File: config.mk
export PLATFORM = sky130hd
export DESIGN_NAME = i2s_encoder_multi
export DESIGN_NICKNAME = d
export VERILOG_FILES = /design/src/rtl/i2s_encoder_multi.sv
export SDC_FILE = /design/constraint.sdc
export NUM_CORES = 1
export LEC_CHECK = 0
export ABC_AREA = 1
export CAP_MARGIN = 20
export CELL_PAD_IN_SITES_DETAIL_PLACEMENT = 0
export CELL_PAD_IN_SITES_GLOBAL_PLACEMENT = 1
export CORE_MARGIN = 4
export CORE_UTILIZATION = 38
export DETAILED_ROUTE_END_ITERATION = 16
export PLACE_DENSITY = 0.81
export SETUP_SLACK_MARGIN = 0.2
export SYNTH_ARGS = -nofsm -noshare
export SYNTH_HDL_FRONTEND = slang
export SYNTH_SLANG_ARGS = --single-unit
File: constraint.sdc
create_clock -name i_bclk -period 2.4 [get_ports i_bclk]
set_clock_uncertainty 0.05 [all_clocks]
set_input_delay 0.24 -clock i_bclk [delete_from_list [all_inputs] [get_ports i_bclk]]
set_output_delay 0.24 -clock i_bclk [all_outputs]
set_load 0.02 [all_outputs]
File: src/rtl/i2s_encoder_multi.sv
// i2s_encoder_multi
//   Serialises one stereo sample pair per frame (2*SLOT_W bit clocks) onto
//   o_lrclk/o_sdata. All state moves on the falling edge of i_bclk so the
//   DAC can sample on the rising edge.
// Ports:
//   i_bclk    bit clock (state updates on falling edge)
//   i_rst_x   asynchronous active-low reset
//   i_data_l  left sample, two's complement, DATA_W bits
//   i_data_r  right sample, DATA_W bits
//   i_mode    0 = I2S, 1 = left-justified, 2 = right-justified, 3 = I2S
//   i_mute    capture zeros instead of the samples
//   o_lrclk   word select
//   o_sdata   serial data, MSB first
//   o_latch   one-bclk pulse on the sample capture edge
module i2s_encoder_multi #(
  parameter int DATA_W = 16,
  parameter int SLOT_W = 16
) (
  input  logic              i_bclk,
  input  logic              i_rst_x,
  input  logic [DATA_W-1:0] i_data_l,
  input  logic [DATA_W-1:0] i_data_r,
  input  logic [1:0]        i_mode,
  input  logic              i_mute,
  output logic              o_lrclk,
  output logic              o_sdata,
  output logic              o_latch
);

  localparam int F  = 2 * SLOT_W;
  localparam int CW = $clog2(F);

  localparam logic [CW-1:0]     C_LAST = CW'(F - 1);
  localparam logic [CW-1:0]     C_SLOT = CW'(SLOT_W);
  localparam logic [CW-1:0]     C_DATA = CW'(DATA_W);
  localparam logic [CW:0]       C_OFF  = (CW + 1)'(SLOT_W - DATA_W);
  localparam logic [DATA_W-1:0] MSB_MASK = {1'b1, {(DATA_W - 1){1'b0}}};

  typedef enum logic [1:0] {
    MODE_I2S     = 2'd0,
    MODE_LJ      = 2'd1,
    MODE_RJ      = 2'd2,
    MODE_I2S_ALT = 2'd3
  } mode_t;

  logic [CW-1:0]     c_q;
  logic [DATA_W-1:0] shadow_l_q;
  logic [DATA_W-1:0] shadow_r_q;
  mode_t             mode_q;
  logic              dly_q;

  logic              boundary;
  logic [CW-1:0]     c_nx;
  mode_t             mode_nx;
  logic [DATA_W-1:0] shadow_l_nx;
  logic [DATA_W-1:0] shadow_r_nx;
  logic              left_nx;
  logic [CW-1:0]     p_nx;
  logic [DATA_W-1:0] word_nx;
  logic [CW:0]       rj_diff;
  logic [CW-1:0]     shamt;
  logic              bit_valid;
  logic              bit_nx;
  logic              i2s_nx;
  logic              lrclk_nx;
  logic              sdata_nx;

  // Everything below describes the state after the coming edge, so the
  // outputs can be registered without adding a cycle of latency.
  always_comb begin
    boundary    = (c_q == C_LAST);
    c_nx        = boundary ? '0 : c_q + 1'b1;
    mode_nx     = boundary ? mode_t'(i_mode) : mode_q;
    shadow_l_nx = shadow_l_q;
    shadow_r_nx = shadow_r_q;
    if (boundary) begin
      shadow_l_nx = i_mute ? '0 : i_data_l;
      shadow_r_nx = i_mute ? '0 : i_data_r;
    end

    left_nx = (c_nx < C_SLOT);
    p_nx    = left_nx ? c_nx : c_nx - C_SLOT;
    word_nx = left_nx ? shadow_l_nx : shadow_r_nx;

    // RJ offsets the slot position by SLOT_W-DATA_W; the extra bit of the
    // subtraction doubles as the "before the data starts" flag.
    rj_diff = {1'b0, p_nx} - C_OFF;
    if (mode_nx == MODE_RJ) begin
      bit_valid = ~rj_diff[CW];
      shamt     = rj_diff[CW-1:0];
    end else begin
      bit_valid = (p_nx < C_DATA);
      shamt     = p_nx;
    end
    bit_nx = bit_valid & (|((word_nx << shamt) & MSB_MASK));

    i2s_nx   = (mode_nx == MODE_I2S) || (mode_nx == MODE_I2S_ALT);
    lrclk_nx = i2s_nx ? ~left_nx : left_nx;
    // In I2S the delay flop still holds the previous frame's last bit at
    // c = 0, so it crosses the capture edge untouched.
    sdata_nx = i2s_nx ? dly_q : bit_nx;
  end

  always_ff @(negedge i_bclk or negedge i_rst_x) begin
    if (!i_rst_x) begin
      c_q        <= C_LAST;
      shadow_l_q <= '0;
      shadow_r_q <= '0;
      mode_q     <= MODE_I2S;
      dly_q      <= 1'b0;
      o_lrclk    <= 1'b0;
      o_sdata    <= 1'b0;
      o_latch    <= 1'b0;
    end else begin
      c_q        <= c_nx;
      shadow_l_q <= shadow_l_nx;
      shadow_r_q <= shadow_r_nx;
      mode_q     <= mode_nx;
      dly_q      <= bit_nx;
      o_lrclk    <= lrclk_nx;
      o_sdata    <= sdata_nx;
      o_latch    <= boundary;
    end
  end

endmodule

# Word-level counts from Yosys, hierarchy flattened
# Cells that the tools add are included.
totals:
  regBits: 43
  out_inout_bits: 3
  input_bits: 37
  word_cells: 31
classes:
  muxes: 11
  add_sub_neg: 2
  order_cmp: 2
  eq_ne: 3
  n_bitwise: 2
  n_reduce_logical: 2
  shifts: 1
op_table:
  columns: ["cell", "n"]
  rows:
  - ["$mux W16", 5]
  - ["$shl A16 B5 Y16", 1]
  - ["$lt A5 B5 Y1 const B", 2]
  - ["$mux W5", 2]
  - ["$add A5 B1 Y5 const B", 1]
  - ["$eq A5 B5 Y1 const B", 1]
  - ["$sub A5 B5 Y5 const B", 1]
  - ["$eq A2 B2 Y1 const B", 2]
  - ["$mux W1", 3]
  - ["$logic_not A2 Y1", 1]
  - ["$mux W2", 1]
  - ["$and A1 B1 Y1", 1]
  - ["$logic_or A1 B1 Y1", 1]
  - ["$not A1 Y1", 1]

# Longest topological paths before layout
# Gate-level depths: netlist of run 1.
logic_depth:
  word_depth: 8
  mapped_depth: 13
  mapped_depth_nobuf: 12

==> qor.csv, run 1 <==
stage;metric;value;unit
run_status;status;finished, final reports clean;
power;cellPowerDensity;436;nW/um2
grt;antenna_found_initial;0;
logic_synthesis;synth_area;2170;um2
placement;gp_congestion;0.834;
timing;tightestPinTransition;0.492;ns
placement;port_buffers;39;
power;p_int;1.08;mW
timing;relSlewSlack;67.1;%
logic_synthesis;ys_seq_elements;43;
layout;area_growth_syn_to_layout;54.4;%
logic_synthesis;avgSynthCellArea;7.77;um2
logic_synthesis;ys_top_cells_by_area;dfrtn_1 (44%), nand3_1 (14%), nand2_1 (13%);
critical_path;max_stage_delay;0.41;ns
layout;seq_area;1080;um2
power;power_frac_clock;33.8;%
floorplan;dieArea;7000;um2
critical_path;cp_max_fo;1;
timing;drv_slew;0;
critical_path;cpLargestDelayFamily;flip-flops;
grt;first_global_vias;1985;
logic_synthesis;ys_seq_area_share;49.8;%
drt;drc_errors;0;
cts;cts_max_level;2;
layout;diodes;0;
floorplan;core;5540;um2
drt;drt_first_pass_iters;4;
cts;clockRootBuffer;clkbuf_8;
power;seqPwrFrac;52.8;%
floorplan;num_rows;27;
logic_synthesis;yosysWarnings;0;
cts;clock-sinks;43;
power;p_leak;1.63;nW
timing;setup_viol;0;
grt;gr-total-overflow;0;
critical_path;path_buf_inv;1;
layout;nets;393;
floorplan;initial_core_util;39.3;%
power;power;1.46;mW
floorplan;num_io_pins;40;
critical_path;crit_required;2.11;ns
timing;rsz0062_at_grt;true;
logic_synthesis;synth_top_area_cell;dfrtn_1;
logic_synthesis;yosys.area_share.adder;0.575;%
layout;drive_gt1_share;34.8;%
drt;drt_iter0_drc;138;
cts;clkLatencyLatePin;0.36;ns
drt;vias_per_cell;4.84;
critical_path;path_class;flop to primary output;
timing;hold_viol_final;0;
drt;detail-route-antenna-nets;0;
drt;routed_wl;5.95;mm
placement;dpl.hpwl;3.88;mm
floorplan;die_w;83.6;um
layout;utilization;60.6;%
critical_path;cp_slowest_cell;dfrtn_1;
logic_synthesis;synth_cells;280;
layout;fill_cells;500;
grt;grt_usage;16.8;%
logic_synthesis;synth_compound_area_share;5.06;%
drt;via_count;2071;
power;swShare;26.5;%
timing;fin_tns_setup;0;ns
layout;multi_input_area;1180;um2
power;worst_ir_drop_vdd;267;uV
cts;cts_hold_buf;0;
job;max_cap_viol_count;0;
logic_synthesis;synth_top_family_by_area;simple AND/OR/NAND/NOR gates;
logic_synthesis;syn_nets;318;
critical_path;path_cells;buf_6;
logic_synthesis;synth_xor_area_share;1.55;%
logic_synthesis;netlist.area_leader.share;43.7;%
drt;wl_per_cell;13.9;um
critical_path;crit_path_end_kind;primary output;
cts;cts_made_buffers;5;
cts;clkTransAtPathRegs;0.06;ns
logic_synthesis;synthMuxAreaShare;0;%
critical_path;critPathLaunchType;flop;
grt;grt_max_degree;44;
cts;clk_path_buf_depth;2;
floorplan;die_h;83.6;um
power;p_comb_share;13.4;%
power;power.switching;388;uW
timing;timing.hold.ws;0.343;ns
grt;grt_pass1_wl;9.49;mm
cts;cts_tree;built;
logic_synthesis;yosys.area_share.simple;32.8;%
logic_synthesis;ys_types;23;
critical_path;cp_data_arrival_time;2.03;ns
worst_hold_path;min_path_type;flop to flop;
==> timing repair <==
| action | CTS | global route |
|---|---|---|
| pin swaps | 49 | 34 |
| gates resized for setup | 74 | 57 |
| setup endpoints to repair | 26 | 9 |
| cloned | 1 | 1 |
| buffers inserted | 17 | 5 |
==> synthesized netlist by cell type <==
master / count
buf_2: 4
a21oi_1: 6
nor2_4: 1
nand3_1: 63
ha_1: 1
dfrtn_1: 38
inv_2: 1
xor2_2: 1
nand2_1: 75
clkbuf_1: 4
dfstp_2: 5
nor2_1: 14
nand2_2: 2
xor2_1: 2
and2_1: 1
o21ai_0: 16
nand3_2: 1
buf_4: 1
nand2_4: 1
inv_1: 38
nand4_1: 1
buf_6: 3
or2_0: 1
==> per-stage QoR <==
stage | std cells | area (um2) | setup slack [ns]
3_3_place_gp | 392 | 2740 | -0.638
3_5_place_dp | 392 | 2740 | -0.641
4_1_cts | 422 | 3100 | 0.0621
2_1_floorplan | 280 | 2240 | 0.0457
5_1_grt | 428 | 3360 | 0.0324
6_report | 428 | 3360 | 0.0750
==> layer usage <==
metal / track usage [%] / part of all wire [%] / wire (um)
met1: 22.1 / 45 / 2680
met2: 27.8 / 49 / 2930
met3: 3.46 / 3.6 / 212
met4: 5.26 / 2.2 / 128
met5: 0 / 0 / 0
==> worst paths after layout <==
check	cells past startpoint	end	from	slack (ns)
hold / removal	2	o_sdata$_DFF_NN0_	dly_q$_DFF_NN0_	0.34
max in group asynchronous	2	c_q[0]$_DFF_NN1_	i_rst_x	1.02
min in group asynchronous	2	shadow_r_q[9]$_DFF_NN0_	i_rst_x	0.94
setup reg to reg	10	dly_q$_DFF_NN0_	c_q[1]$_DFF_NN1_	0.25
hold reg to reg	2	o_sdata$_DFF_NN0_	dly_q$_DFF_NN0_	0.34
setup / recovery	1	o_sdata	o_sdata$_DFF_NN0_	0.08
==> power by group through the flow <==
stage	clock [mW]	sequential [mW]	combinational [mW]
finish	0.494	0.773	0.196
global route	0.550	0.777	0.216
floorplan	0.0155	0.787	0.0692
detailed placement	0.0155	0.786	0.174
CTS	0.510	0.774	0.181
global placement	0.0155	0.784	0.172
==> sequential cells by signal, summed over array words and instances, names as in the netlist <==
name	count
c_q	5
dly_q	1
mode_q	2
o_latch	1
o_lrclk	1
o_sdata	1
shadow_l_q	16
shadow_r_q	16
==> final cells by class <==
cell class | instances | area share (%)
Sequential cell | 43 | 32.2
Clock buffer | 5 | 2.05
Clock inverter | 8 | 1.04
Tap cell | 72 | 2.68
Inverter | 38 | 4.69
Multi-Input combinational cell | 187 | 35.2
Timing Repair Buffer | 75 | 22.1
==> logic make-up after synthesis <==
kind of cell               count (synthesis)
xor gates and xnor gates                   3
and+or+nand+nor                          160
AOI/OAI and AO/OA                         22
adders and majority gates                  1
buffers and inverters                     51
DFF                                       43
==> layout by cell type, fill, tap and decap left out, drive strengths merged <==
master         synthesis  layout
clkbuf                 4       6
nand2                 78      79
and2                   1       1
or2                    1       1
dlygate4sd2            0       8
ha                     1       1
nand4                  1       1
o21ai                 16      16
dfstp                  5       5
inv                   39      46
clkdlybuf4s50          0      16
dfrtn                 38      38
nor2                  15      15
buf                    8      42
a21oi                  6       6
clkdlybuf4s15          0       8
nand3                 64      64
xor2                   3       3
(Power assumes the default switching activity.)
==> run 2, diff against run 1 <==
Settings changed: CORE_UTILIZATION 38 to 34, PLACE_DENSITY 0.81 to 0.77.
Clock period 2.4 ns to 2 ns, I/O delays scaled along.
==> run 2 against run 1 <==
Against the previous run:
- the flow now finishes with violations (negative setup slack)
- non-clock buffer count is 35 higher
- worst setup slack lost 0.19 ns
- utilization rose by 6.1 points
- wire length grew 17%
- first-iteration DRC count is 33% lower
- via count is 7.9% higher
- design area increased by 20%
- combinational power up 34%
- clock-buffer cell count increased by 1
- critical path depth is the same
- sequential cell count stayed put
- critical endpoint unchanged
- largest power group unchanged
==> qor.csv, run 2 (synthesis results as in run 1) <==
stage;metric;value;unit;change
drt;met2_length;3.62;mm;+23%
timing;rsz0062_at_grt;true;;
worst_hold_path;hold_depth;2;;unchanged
drt;drt_first_pass_iters;4;;unchanged
power;power_frac_clock;32.8;%;-1.0 points
layout;fin_area;4050;um2;+20%
power;p_comb_share;14.8;%;+1.4 points
critical_path;cp-startpoint;o_sdata$_DFF_NN0_;;
worst_hold_path;min_path_type;flop to flop;;
floorplan;die_h;88.0;um;+5.2%
critical_path;path_class;flop to primary output;;
grt;gr-total-overflow;0;;unchanged
power;swShare;26.5;%;about the same
layout;utilization;66.8;%;+6.1 points
critical_path;path_cells;buf_6;;
cts;clkTransAtPathRegs;0.05;ns;about the same
drt;detail-route-antenna-nets;0;;unchanged
placement;dpl.hpwl;4.16;mm;+7.3%
placement;port_buffers;39;;unchanged
grt;grt_pass1_wl;11.5;mm;+21%
layout;nets;427;;+8.7%
critical_path;cpLargestDelayFamily;flip-flops;;
layout;diodes;0;;unchanged
power;worst_ir_drop_vdd;282;uV;+5.6%
power;power.switching;470;uW;+21%
worst_hold_path;whs_endpoint;o_sdata$_DFF_NN0_;;
layout;mostFrequentLayoutCell;nand2_1;;
layout;drive_gt1_share;47.9;%;+13 points
layout;area_growth_syn_to_layout;86.1;%;
critical_path;cp_data_arrival_time;1.87;ns;-0.16 ns
drt;detailroute.wirelength.met3;282;um;+33%
critical_path;worst_r2r_endpoint;shadow_l_q[6]$_DFF_NN0_;;
layout;mostFrequentLayoutCells;nand2_1 (47), inv_1 (41), nand3_2 (38), dfrtn_1 (38), buf_6 (33);;
drt;routed_wl;6.99;mm;+17%
cts;clockRootBuffer;clkbuf_8;;
run_status;status;complete, but fails checks;;
placement;post_dp_cell_area;2980;um2;+8.8%
timing;hold_viol_final;0;;unchanged
job;max_cap_viol_count;0;;unchanged
floorplan;num_io_pins;40;;unchanged
cts;cts_max_level;2;;unchanged
drt;drc_errors;0;;unchanged
drt;wl_per_cell;15.0;um;+8.1%
placement;gp_congestion;0.879;;+5.5%
cts;clkLatencyLatePin;0.35;ns;about the same
critical_path;critPathLaunchType;flop;;
critical_path;regToRegStartpoint;c_q[0]$_DFF_NN1_;;
cts;clk_path_buf_depth;2;;unchanged
grt;grt_max_degree;44;;unchanged
timing;relSlewSlack;78.2;%;+11 points
power;power;1.77;mW;+21%
critical_path;cp.depth;1;;unchanged
worst_hold_path;hp-start;dly_q$_DFF_NN0_;;
grt;grt_usage;19.2;%;+2.4 points
layout;reg_top3;shadow_l_q x16, shadow_r_q x16, c_q x5;;
power;p_int;1.30;mW;+21%
grt;antenna_found_initial;0;;unchanged
floorplan;core;6060;um2;+9.4%
drt;highest_layer;met4;;
timing;drv_slew;0;;unchanged
floorplan;die_w;88.0;um;+5.2%
critical_path;path_buf_inv;1;;unchanged
timing;fin_ws;-0.115;ns;-0.190 ns
critical_path;max_stage_delay;0.44;ns;+0.03 ns
floorplan;initial_core_util;35.9;%;-3.4 points
cts;cts_made_buffers;5;;unchanged
drt;via_count;2235;;+7.9%
timing;tightestPinTransition;0.326;ns;-0.165 ns
drt;drt_iter0_drc;92;;-33%
critical_path;r2r_slack;-0.05;ns;-0.30 ns
critical_path;cp_max_fo;1;;unchanged
power;p_leak;2.00;nW;+23%
drt;vias_per_cell;4.81;;-0.67%
critical_path;crit_path_end_kind;primary output;;
cts;cts_tree;built;;
placement;pre_cts_slack;-0.789;ns;-0.149 ns
run_status;violations;negative setup slack;;
critical_path;crit_required;1.75;ns;-0.36 ns
drt;met1_length;2.98;mm;+11%
grt;first_global_vias;2397;;+21%
layout;fill_cells;458;;-8.4%
timing;setup_viol;9;;+9
floorplan;num_rows;28;;+3.7%
critical_path;cp_slowest_cell;dfrtn_1;;
power;seqPwrFrac;52.4;%;-0.4 points
power;cellPowerDensity;439;nW/um2;+0.64%
cts;clock-sinks;43;;unchanged
critical_path;ff2ff_path_depth;13;;+3
floorplan;dieArea;7740;um2;+11%
-- run 2: timing repair --
action	4_1_cts	5_1_grt
pin swaps	57	16
setup buffers	29	2
setup endpoints to repair	38	26
hold endpoints to repair	0	0
gates cloned	4	0
resized for setup	188	26
hold buffers	0	0
-- run 2: area by class of cell --
class,count,area [um2],share of cell area [%]
Timing Repair Buffer,110,1200,29.8
Clock inverter,7,30.0,0.742
Inverter,38,161,3.99
Tap cell,75,93.8,2.32
Sequential cell,43,1080,26.7
Clock buffer,6,72.6,1.79
Multi-Input combinational cell,186,1400,34.6
-- run 2: power by group through the flow --
stage	combinational [mW]	sequential (mW)	clock, mW
3_5_place_dp	0.218	0.943	0.0186
5_1_grt	0.288	0.933	0.642
3_3_place_gp	0.217	0.942	0.0186
6_report	0.263	0.930	0.582
2_1_floorplan	0.0871	0.945	0.0186
4_1_cts	0.254	0.929	0.594
-- run 2: per-layer routing --
layer  vias to the layer above  GRT usage [%]
li1                       1106              -
met3                        12           3.67
met4                         0           5.16
met5                         -              0
met1                      1074           24.6
met2                        43           33.3
-- run 2: how the worst max path moves through the flow --
stage	endpoint	slack (ns)
CTS	o_sdata	-0.12
floorplan	dly_q$_DFF_NN0_	-0.11
global route	o_sdata$_DFF_NN0_	-0.18
global placement	dly_q$_DFF_NN0_	-0.78
detailed placement	dly_q$_DFF_NN0_	-0.79
finish	o_sdata	-0.12
-- run 2: through the flow --
stage               hold WS, ns  setup TNS, ns  cells
detailed placement        0.351         -14.85    418
global placement          0.354         -14.48    418
CTS                       0.341         -0.302    463
floorplan                 0.336         -0.194    280
finish                    0.341         -0.448    465
global route              0.367          -1.47    465
==> run 3, diff against run 2 <==
Settings changed: ABC_AREA 1 to unset, CORE_UTILIZATION 34 to 36, CTS_CLUSTER_SIZE set to 14.
==> run 3 against run 2 <==
Against the previous run:
- the run still ends with negative setup slack left
- critical path depth rose by 7
- die area up 2.1%
- worst hold slack improved by 0.033 ns
- clock power rose by 15%
- design area decreased by 8.5%
- sequential power is 2% higher
- global-route usage fell by 1.3 points
- total power up 6.5%
- wire length grew 1.4%
- sequential cell count stayed put
- synthesized area grew 8.3%
- sequential share of layout area grew 2.5 points
==> qor.csv, run 3 <==
stage;metric;value;unit;change
floorplan;die_h;88.9;um;+1.0%
cts;clock-sinks;43;;unchanged
layout;area_growth_syn_to_layout;57.2;%;
critical_path;cp_data_arrival_time;1.43;ns;-0.44 ns
logic_synthesis;ys_seq_area_share;46.0;%;-3.8 points
power;p_leak;1.70;nW;-15%
grt;grt_max_degree;47;;+6.8%
floorplan;num_rows;29;;+3.6%
timing;setup_viol;6;;-3
cts;clockRootBuffer;clkbuf_8;;
logic_synthesis;yosys.area_share.adder;0.531;%;-0.044 points
drt;drt_first_pass_iters;4;;unchanged
cts;cts_max_level;2;;unchanged
layout;reg_top3;shadow_l_q x16, shadow_r_q x16, c_q x5;;
layout;fin_area;3700;um2;-8.5%
placement;port_buffers;39;;unchanged
critical_path;crit_required;1.11;ns;-0.64 ns
power;cellPowerDensity;511;nW/um2;+16%
logic_synthesis;ys_types;45;;+96%
layout;diodes;0;;unchanged
placement;dpl.hpwl;4.45;mm;+6.9%
run_status;violations;negative setup slack;;
critical_path;cp_common_cell;buf_6;;
logic_synthesis;synth_area;2350;um2;+8.3%
drt;drc_errors;0;;unchanged
timing;hold_viol_final;0;;unchanged
critical_path;r2r_slack;-0.29;ns;-0.24 ns
worst_hold_path;whs_endpoint;shadow_l_q[14]$_DFF_NN0_;;
grt;antenna_found_initial;0;;unchanged
critical_path;path_class;primary input to flop;;
drt;drt_iter0_drc;109;;+18%
grt;grt_pass1_wl;10.8;mm;-5.7%
logic_synthesis;async_reset_ff_share;100;%;unchanged
drt;wl_per_cell;16.6;um;+10%
logic_synthesis;yosysWarnings;0;;unchanged
power;worst_ir_drop_vdd;299;uV;+5.9%
logic_synthesis;avgSynthCellArea;9.16;um2;+18%
critical_path;ff2ff_path_depth;7;;-6
cts;cts_tree;built;;
drt;detail-route-antenna-nets;0;;unchanged
worst_hold_path;min_path_type;flop to flop;;
critical_path;max_stage_delay;0.41;ns;-0.03 ns
timing;rsz0062_at_grt;true;;
layout;mostFrequentLayoutCell;dfrtn_1;;
timing;relSlewSlack;68.3;%;-9.9 points
critical_path;cp_slowest_cell;or3_1;;
cts;cts_made_buffers;5;;unchanged
timing;tightestPinTransition;0.475;ns;+0.149 ns
critical_path;critPathLaunchType;primary input;;
logic_synthesis;synth_xor_area_share;1.86;%;+0.31 points
logic_synthesis;netlist.area_leader.share;40.4;%;-3.3 points
placement;post_dp_cell_area;3090;um2;+3.7%
layout;utilization;58.3;%;-8.5 points
placement;gp_congestion;0.823;;-6.4%
critical_path;regToRegStartpoint;c_q[1]$_DFF_NN1_;;
floorplan;die_w;88.9;um;+1.0%
layout;drive_gt1_share;34.8;%;-13 points
drt;routed_wl;7.09;mm;+1.4%
logic_synthesis;ys_top_cells_by_area;dfrtn_1 (40%), nand2b_1 (8.5%), o21ai_0 (7.4%);;
critical_path;path_cells;buf_6 -> buf_6 -> nand2b_4 -> mux2i_1 -> nand2_1 -> a41oi_2 -> or3_1 -> o221a_2;;
floorplan;initial_core_util;37.1;%;+1.2 points
logic_synthesis;synth_common_cells;nand2_1 (40), dfrtn_1 (38), o21ai_0 (35), nand2b_1 (32), mux2i_1 (15);;
logic_synthesis;synth_top_area_cell;dfrtn_1;;
drt;via_count;2189;;-2.1%
critical_path;crit_path_end_kind;flop;;
logic_synthesis;syn_nets;295;;-7.2%
drt;vias_per_cell;5.11;;+6.4%
cts;clkLatencyLatePin;0.36;ns;about the same
power;power;1.89;mW;+6.5%
job;max_cap_viol_count;0;;unchanged
worst_hold_path;hold_depth;2;;unchanged
run_status;status;complete, but fails checks;;
logic_synthesis;synth-main-ff-cell;dfrtn_1;;
grt;first_global_vias;2180;;-9.1%
critical_path;cp_max_fo;5;;+4
critical_path;worst_r2r_endpoint;o_sdata$_DFF_NN0_;;
logic_synthesis;synthMuxAreaShare;7.33;%;+7.3 points
logic_synthesis;synth_edf_count;0;;unchanged
logic_synthesis;yosys.area_share.simple;20.7;%;-12 points
floorplan;dieArea;7900;um2;+2.1%
logic_synthesis;ys_seq_elements;43;;unchanged
floorplan;num_io_pins;40;;unchanged
cts;clkTransAtPathRegs;0.06;ns;about the same
worst_hold_path;hp-start;shadow_l_q[14]$_DFF_NN0_;;
grt;grt_usage;18.0;%;-1.3 points
layout;mostFrequentLayoutCells;dfrtn_1 (38), buf_4 (35), nand2_1 (34);;
layout;nets;388;;-9.1%
floorplan;core;6350;um2;+4.8%
logic_synthesis;synth_top_family_by_area;simple AND/OR/NAND/NOR gates;;
timing;drv_slew;0;;unchanged
grt;gr-total-overflow;0;;unchanged
timing;fin_ws;-0.326;ns;-0.211 ns
logic_synthesis;synth_compound_area_share;18.2;%;+13 points
logic_synthesis;synth_cells;257;;-8.2%
logic_synthesis;synth_most_common_cell;nand2_1;;
cts;clk_path_buf_depth;2;;unchanged
run 3: changes by cell type after synthesis, moves of 8 or more:
cell,delta
inv_1,-32
mux2i_1,+15
nand2_1,-35
nand2b_1,+32
nand3_1,-56
nor2_1,-8
o21ai_0,+19
run 3: layout make-up:
| class | count | area (um2) |
|---|---|---|
| Timing Repair Buffer | 98 | 1010 |
| Multi-Input combinational cell | 190 | 1370 |
| Sequential cell | 43 | 1080 |
| Clock buffer | 6 | 93.8 |
| Clock inverter | 7 | 26.3 |
| Fill cell | 541 | 2650 |
| Inverter | 7 | 26.3 |
| Tap cell | 77 | 96.3 |
run 3: worst max-delay path: cells and delay by family:
kind	cells	cell delay (ns)
mux	1	0.06
simple gates	3	0.60
compound gates	2	0.38
buf+inv	2	0.19
run 3: kinds of logic (layout without fill, tap and decap cells):
family          count (synthesis)  after routing
fa+ha+maj                       1              1
compound gates                 68             68
simple gates                   97             99
flops                          43             43
buf+inv                        26            118
mux                            17             17
xor+xnor                        5              5
run 3: worst max path at each step:
| stage | from | end | slack, ns | depth (start not counted) |
|---|---|---|---|---|
| final | i_mute | o_sdata$_DFF_NN0_ | -0.33 | 8 |
| after global routing | i_mute | dly_q$_DFF_NN0_ | -0.40 | 9 |
| after CTS | i_mute | o_sdata$_DFF_NN0_ | -0.27 | 8 |
| after detailed placement | i_mute | o_sdata$_DFF_NN0_ | -1.09 | 8 |
| after global placement | i_mute | o_sdata$_DFF_NN0_ | -1.07 | 8 |
| after floorplan | i_mute | o_sdata$_DFF_NN0_ | -0.42 | 7 |
run 3: layer usage:
layer  GRT usage [%]  wire, um  up-vias
met1            23.7      3160     1046
met3            3.72       331       14
met4            6.18       168        0
met2            29.4      3430       55
li1                -         -     1074
met5               0         0        -
run 3: timing repair:
item / in CTS / in global routing
setup buffers: 21 / 1
endpoints found under the setup margin: 38 / 36
hold buffers: 0 / 0
pin swaps: 22 / 10
gates cloned: 3 / 4
gates resized for setup: 79 / 27
run 3: per-stage QoR:
stage,setup TNS (ns),setup slack [ns],cells,hold slack (ns)
floorplan,-0.681,-0.419,257,0.354
global placement,-15.01,-1.07,387,0.378
detailed placement,-15.46,-1.09,387,0.381
CTS,-0.883,-0.275,423,0.382
global route,-1.22,-0.396,428,0.397
finish,-0.959,-0.326,428,0.374
run 3: power by group:
part	leakage [nW]	switching (mW)	internal [mW]
clock network	0.0834	0.338	0.329
logic	1.08	0.109	0.168
registers	0.539	0.0300	0.918
total	1.70	0.477	1.41
